**src/rtl/rr_grant_arbiter.sv**
```systemverilog
// Round-robin grant arbiter for 2^SIZE requesters. It keeps an encoded grant
// register and a rotating priority pointer, and drives a 1-hot grant vector
// through an N-to-2^N decoder. A grant ends on explicit release, on implicit
// release (the holder drops req) or when the hold watchdog expires.
// The release input is named release_req because "release" is a reserved word.

// N-to-2^N 1-hot decoder; the output is all-zero while en is low.
module onehot_decoder #(
  parameter int N = 2
) (
  input  logic [N-1:0]      in,
  input  logic              en,
  output logic [(1<<N)-1:0] out
);

  // Set exactly one bit when enabled, otherwise drive all-zero.
  always_comb begin
    out = '0;
    if (en) out[in] = 1'b1;
  end

endmodule

module rr_grant_arbiter #(
  parameter int SIZE     = 2,
  parameter int MAX_HOLD = 8
) (
  input  logic                              clk,
  input  logic                              rst_n,
  input  logic [(1<<SIZE)-1:0]              req,
  input  logic                              release_req,
  output logic                              grant_valid,
  output logic [SIZE-1:0]                   grant_id,
  output logic [(1<<SIZE)-1:0]              grant,
  output logic [$clog2(MAX_HOLD+1)-1:0]     hold_cnt,
  output logic                              timeout
);

  localparam int NREQ = 1 << SIZE;
  localparam int CW   = $clog2(MAX_HOLD + 1);
  localparam logic [CW-1:0] HOLD_LAST = CW'(MAX_HOLD - 1);

  // FSM is implied by grant_valid: IDLE when 0, BUSY when 1.
  localparam logic [0:0] ST_IDLE = 1'b0;
  localparam logic [0:0] ST_BUSY = 1'b1;

  logic            grant_valid_q, grant_valid_d;
  logic [SIZE-1:0] grant_id_q,    grant_id_d;
  logic [SIZE-1:0] ptr_q,         ptr_d;
  logic [CW-1:0]   hold_cnt_q,    hold_cnt_d;
  logic            timeout_q,     timeout_d;

  logic [SIZE-1:0] win_id;
  logic            holder_req;
  logic            hold_expired;
  logic            grant_end;
  logic            others_pending;
  logic            watchdog_hit;

  // First requesting index scanning p, p+1, ... with natural SIZE-bit wrap.
  function automatic logic [SIZE-1:0] win(input logic [SIZE-1:0] p,
                                          input logic [NREQ-1:0] r);
    logic [SIZE-1:0] idx;
    logic            found;
    win   = p;
    found = 1'b0;
    for (int k = 0; k < NREQ; k++) begin
      idx = p + SIZE'(k);
      if (!found && r[idx]) begin
        win   = idx;
        found = 1'b1;
      end
    end
  endfunction

  // Decode the registered holder into the 1-hot grant vector.
  onehot_decoder #(.N(SIZE)) u_dec (
    .in  (grant_id_q),
    .en  (grant_valid_q),
    .out (grant)
  );

  // Arbitration winner and end-of-grant conditions for the current holder.
  always_comb begin
    win_id         = win(ptr_q, req);
    holder_req     = req[grant_id_q];
    hold_expired   = (hold_cnt_q == HOLD_LAST);
    grant_end      = release_req || !holder_req || hold_expired;
    others_pending = |(req & ~grant);
    // The watchdog only counts as the cause when the holder neither released
    // explicitly nor dropped its request.
    watchdog_hit   = hold_expired && !release_req && holder_req;
  end

  // Next-state logic: grant, hand over, re-grant on timeout, or go idle.
  always_comb begin
    grant_valid_d = grant_valid_q;
    grant_id_d    = grant_id_q;
    ptr_d         = ptr_q;
    hold_cnt_d    = hold_cnt_q;
    timeout_d     = 1'b0;
    if (grant_valid_q == ST_IDLE) begin
      hold_cnt_d = '0;
      if (|req) begin
        grant_valid_d = ST_BUSY;
        grant_id_d    = win_id;
        ptr_d         = win_id + SIZE'(1);
      end
    end else if (!grant_end) begin
      hold_cnt_d = hold_expired ? HOLD_LAST : hold_cnt_q + CW'(1);
    end else if (others_pending) begin
      // Direct hand-over with no idle bubble; the old holder sits last in
      // the scan because ptr already points past it.
      grant_id_d = win_id;
      ptr_d      = win_id + SIZE'(1);
      hold_cnt_d = '0;
      timeout_d  = watchdog_hit;
    end else if (watchdog_hit) begin
      // Nobody else is waiting, so the revoked holder gets a fresh grant.
      hold_cnt_d = '0;
      timeout_d  = 1'b1;
    end else begin
      grant_valid_d = ST_IDLE;
      hold_cnt_d    = '0;
    end
  end

  // Registered state with synchronous active-low reset.
  always_ff @(posedge clk) begin
    if (!rst_n) begin
      grant_valid_q <= ST_IDLE;
      grant_id_q    <= '0;
      ptr_q         <= '0;
      hold_cnt_q    <= '0;
      timeout_q     <= 1'b0;
    end else begin
      grant_valid_q <= grant_valid_d;
      grant_id_q    <= grant_id_d;
      ptr_q         <= ptr_d;
      hold_cnt_q    <= hold_cnt_d;
      timeout_q     <= timeout_d;
    end
  end

  assign grant_valid = grant_valid_q;
  assign grant_id    = grant_id_q;
  assign hold_cnt    = hold_cnt_q;
  assign timeout     = timeout_q;

endmodule

```
**config.mk**
```make
export PLATFORM = sky130hd
export DESIGN_NAME = rr_grant_arbiter
export DESIGN_NICKNAME = d
export VERILOG_FILES = /design/src/rtl/rr_grant_arbiter.sv
export SDC_FILE = /design/constraint.sdc
export NUM_CORES = 1
export LEC_CHECK = 0
export ABC_CLOCK_PERIOD_IN_PS = 3200
export BUFFER_PORTS_ARGS = -buffer_cell sky130_fd_sc_hd__buf_2
export CORE_MARGIN = 5
export CORE_UTILIZATION = 29
export CTS_CLUSTER_DIAMETER = 40
export CTS_CLUSTER_SIZE = 25
export DETAILED_ROUTE_END_ITERATION = 6
export HOLD_SLACK_MARGIN = 0.03
export PLACE_DENSITY = 0.58
export SYNTH_ARGS = -nofsm -noshare
export SYNTH_HDL_FRONTEND = slang
export SYNTH_SLANG_ARGS = --single-unit
export TNS_END_PERCENT = 20
```
**constraint.sdc**
```tcl
create_clock -name clk -period 3.2 [get_ports clk]
set_input_delay 0.48 -clock clk [delete_from_list [all_inputs] [get_ports clk]]
set_output_delay 0.48 -clock clk [all_outputs]
set_load 0.005 [all_outputs]
```
Yosys cells after proc, flatten, opt, wreduce, memory -nomap -nowiden. Cells that the tools add are included.

Register bits: 10. Bits in latches: 0. Memory bits (writable): 0. Memory bits (read-only): 0. Input bits: 7. Output and inout bits: 12. Word-level logic and storage cells: 78. Memories: 0.

Add/subtract/negate cells: 5. $mul: 0. Divide/modulo/power cells: 0. $lt $le $gt $ge: 6. Eq/ne operators: 3. Shifts and indexed selects: 0. Mux-type cells: 34. Bitwise operators: 4. Reduce and logical (&&, ||, !) cells: 20.

Operators with widths (count): $mux W2 (11); $lt A2 B3 Y1 const B (5); $mux W1 (15); $reduce_or A4 Y1 (3); $bmux W1 S2 (5); $logic_and A1 B1 Y1 (6); $reduce_and A3 Y1 (2); $logic_not A1 Y1 (5); $add A2 B1 Y2 const B (2); $add A2 B2 Y2 const B (2); $add A4 B1 Y4 const B (1); $and A4 B4 Y4 (1); $eq A4 B3 Y1 const B (1); $mux W4 (1); $ne A2 B1 Y1 const B (2); $not A4 Y4 (1); $mux W3 (1); $reduce_or A3 Y1 (1); $demux W1 S2 (1); $ge A2 B1 Y1 const B (1); $logic_or A1 B1 Y1 (2); $not A1 Y1 (2); $reduce_bool A2 Y1 (1).

Logic depth before layout (Yosys ltp).
Depth in word-level cells: 16. Mapped depth: 6. Mapped depth without buffers: 5.

Hierarchy. A second synthesis with hierarchy kept.

Cells, all modules: 65. Area, all modules: 584.3 um^2.

Modules (own cells, without submodules): rr_grant_arbiter (times used 1, cells each 61, area each 546.8 um^2, sequential area each 200.2 um^2); onehot_decoder (times used 1, cells each 4, area each 37.5 um^2, sequential area each 0.0 um^2).

Least setup slack after synthesis. Ideal clock, no wire load.

Path type: input -> register. From: in req[0]. To: reg with a tool-made name. Setup time: 0.117 ns. Arrival time: 1.528 ns. Data required time: 3.083 ns. Path slack: 1.555 ns. Cell stages on the path: 6. Path buffers: 1. Path through: buf_2 > mux2i_1 > o32ai_2 > a22oi_4 > nand2_1 > a32o_1.

RTL lines: start, declared (line 30) `input logic [(1<<SIZE)-1:0] req,`.

==> results.md <==
Synth:
- The mean instance size in the synthesized netlist is 9.079 µm².
- The number of synthesized register bits is 10.
- The simple logic cell fraction of the synthesized area is 0.2668.
- Of the total synthesized cell area, the portion taken by XOR and XNOR cells is 0.03710.
- The gate count after technology mapping is 78.
- The largest total area in the synthesized netlist belongs to dfxtp_1.
- Counting distinct cell types in the post-synthesis netlist gives 39.
- Of the total synthesized cell area, the portion taken by full adders, half adders and majority gates is 0.01767.
- The proportion of register bits with asynchronous set or reset after synthesis is 0.
- The sequential cell area fraction in the yosys report is 0.2827.
- The area fraction in compound gates after synthesis is 0.2544.
- The count of warnings emitted by yosys is 0.
- The net count of the mapped netlist is 86.
- The synthesized area is 708.2 µm².
- The number of flops mapped to enable cells by yosys is 0.
- The dominant combinational cell family by area after synthesis is simple AND/OR/NAND/NOR gates.
- After synthesis, the cell types taking the most area are dfxtp_1 (28%), nor2_1 (5.3%), mux2i_1 (4.2%).
- Measured against the total synthesized area, the mux share comes to 0.05830.
- Among all flip-flop cells after synthesis, the most frequent one is dfxtp_1.
- The share of Yosys cell area claimed by the top area cell type is 0.2827.

Final layout:
- The net count reported at finish is 104.
- The antenna diode count is 0.
- The area added between synthesis and finish is 15.55%.
- The commonest non-fill, non-tap cell in the layout is buf_2.
- The library cells used most frequently in the layout, excluding fill and tap cells, are buf_2 (18), nor2_1 (10), dfxtp_1 (10).
- The count of fill cells added during filler insertion is 252.
- Of the cells placed in the final design, the portion with a size suffix greater than 1 is 0.3404.

Clock tree:
- The source-to-sink clock delay at the later pin of the worst-skew pair is 0.26 ns.
- TritonCTS built the clock tree.
- No sink is reached through more buffers than the 2 on the longest clock path.
- Counting every sink on the clock net gives 10.
- The total of cells resized after clock tree synthesis is 0.
- The cell sitting at the root of the clock tree is a clkbuf_4.
- Post-CTS timing repair inserted 0 buffers for setup.
- The clock-pin slew on the worst setup and hold paths is 0.06 ns.
- Buffers inserted during clock tree synthesis total 3.
- In this run the number of H-tree levels came out at 1.
- The number of hold buffers added after CTS is 0.

Global route:
- The pin count of the biggest net entering global routing is 14.
- After global routing the overflow that remains totals 0.
- The number of global-route vias before repair is 575.
- The number of antenna violations at the first check in global routing is 0.
- Across every metal layer, demand over resource in global routing totals 0.09115.
- The first global-routing pass estimated 2.477 mm of wire.

Detailed routing:
- The vias after detailed routing is 612.
- Dividing the detail-routed wire length by the instance count gives 12.59 µm.
- The number of detailed-route iterations in the first pass is 2.
- The detail route stage leaves a number of antenna-violating nets equal to 0.
- The DRC violation total after the first TritonRoute iteration is 5.
- The detailed-route vias per instance is 4.935.
- The total wire length is 1.561 mm.
- The remaining routing DRC violations is 0.

Die:
- Pin placement for this block handled 19 I/O pins.
- The region available for standard cell placement spans 2410 µm².
- The floorplan has 18 rows.
- The initial utilization of the core area, before any placement, comes to 0.2939.
- The chip height is 59.42 µm.
- The die covers 3530 µm².
- Measured along the x axis, the die boundary spans 59.42 µm.

Flow run:
- The count of maximum capacitance violations is 0.

Timing:
- For the finished layout, the period the worst path requires is 1.852 ns.
- The total setup violations reported at the end of the flow is 0.
- Summed over all failing endpoints, the final setup total negative slack is 0 ns.
- The count of final hold-check violations is 0.
- The slew of the pin with the lowest slew margin is 0.4437 ns.
- The worst slew margin relative to its limit is 0.7038.
- The post-route clock skew is 0.0006017 ns.
- Setup repair after global routing left no endpoint under its margin.
- In the finished design, the share of the clock period the worst path needs comes to 0.5788.
- For this run, the top clock speed supported by timing is 0.5399 GHz.
- The total count of max-transition violations in the final report is 0.

Min path:
- The worst min-delay path category is register to register.

Pwr:
- The leakage power is 0.0003713 µW.
- Power spread over the standard cell area amounts to 499.7 nW/µm².
- Summing internal, switching and leakage power gives 408.9 µW.
- The peak supply drop is 168.4 µV.

Critical path:
- Traced cell by cell, the critical path runs through and4bb_1 -> or3_4 -> a22oi_4 -> nand2_1 -> a32o_1.
- Along the worst path, the maximum fanout reaches 13.
- On the critical path, the stage with the largest delay is an instance of dfxtp_1.
- The critical path in this run is classified as register to register.
- The critical path's largest stage delay is 0.59 ns.
- Data arrives at the worst endpoint at 2.01 ns.
- The worst setup path is launched from a register.
- At the worst endpoint, the required time is 3.35 ns.
- The worst setup path is captured at a register.

Placement:
- Detailed placement finished with a half-perimeter wire length of 1.161 mm.
- Routability-driven placement finished with a final weighted congestion of 0.7121.
- During placement, the flow inserted port buffers numbering 18.

Status:
- The run finished with clean final reports.
==> flip-flops by register name (all words and copies together), names as in the netlist, named ones only <==
register,cells
grant_id,2
grant_valid,1
hold_cnt,4
ptr_q,1
timeout,1
==> report_power, final <==
group	internal, µW	switching (µW)
clock network	43.4	40.9
logic	78.6	70.0
registers	142	34.4
total	264	145
==> stage by stage <==
stage               worst slack, ns  cell area [µm²]  instances  hold WS (ns)    util
floorplan                     1.555            708.2         78        0.4438       -
global placement              1.357            795.8        121        0.4427  0.3302
detailed placement            1.331            795.8        121        0.4508  0.3302
CTS                           1.339            818.3        124        0.4662  0.3396
global route                  1.225            818.3        124        0.5084  0.3396
finish                        1.348            818.3        124        0.4646  0.3396
==> synth_stat cells, types with 2 or more instances <==
cell type and instances:
nor2_1 10, buf_6 2, nand2b_1 3, buf_2 2, xnor2_1 2, and3_2 2
nand2_1 4, nand3b_1 2, a211oi_1 2, mux2i_1 3, nand3_1 2, a21oi_1 4
inv_1 5, dfxtp_1 10
==> metal layers <==
metal  vias up  GRT usage  wire length [µm]
met5         -          0                 0
met4         0    0.04854                17
met3         2   0.006536                53
met2        10     0.1576               781
met1       282     0.1110               708
li1        318          -                 -
==> worst max-delay path, delay by kind of cell, from the launching register on <==
family           cells  cell delay (ns)
AND/OR/NAND/NOR      3             0.69
flip-flops           1             0.59
AO/OA/AOI/OAI        2             0.47
==> path summary, 6_finish.rpt <==
path	from	to	slack, ns	cells past startpoint
setup / recovery	grant_id[1]	register	1.35	5
setup reg to reg	grant_id[1]	register	1.35	5
hold reg to reg	hold_cnt[0]	hold_cnt[0]	0.46	1
hold / removal	hold_cnt[0]	hold_cnt[0]	0.46	1
==> cell families (layout without fill, tap and decap cells) <==
logic type | Yosys count | in the layout
buffers and inverters | 10 | 26
AOI/OAI and AO/OA | 19 | 19
xor gates and xnor gates | 3 | 3
DFF | 10 | 10
and+or+nand+nor | 31 | 31
muxes | 4 | 4
adders and majority gates | 1 | 1
==> layout make-up <==
class | count | area (µm²) | area share
multi-input combinational | 58 | 449.2 | 0.5489
sequential | 10 | 200.2 | 0.2446
timing repair buffer | 18 | 90.09 | 0.1101
tap | 30 | 37.54 | 0.04587
clock buffer | 3 | 22.52 | 0.02752
inverter | 5 | 18.77 | 0.02294
(Power assumes the default switching activity.)
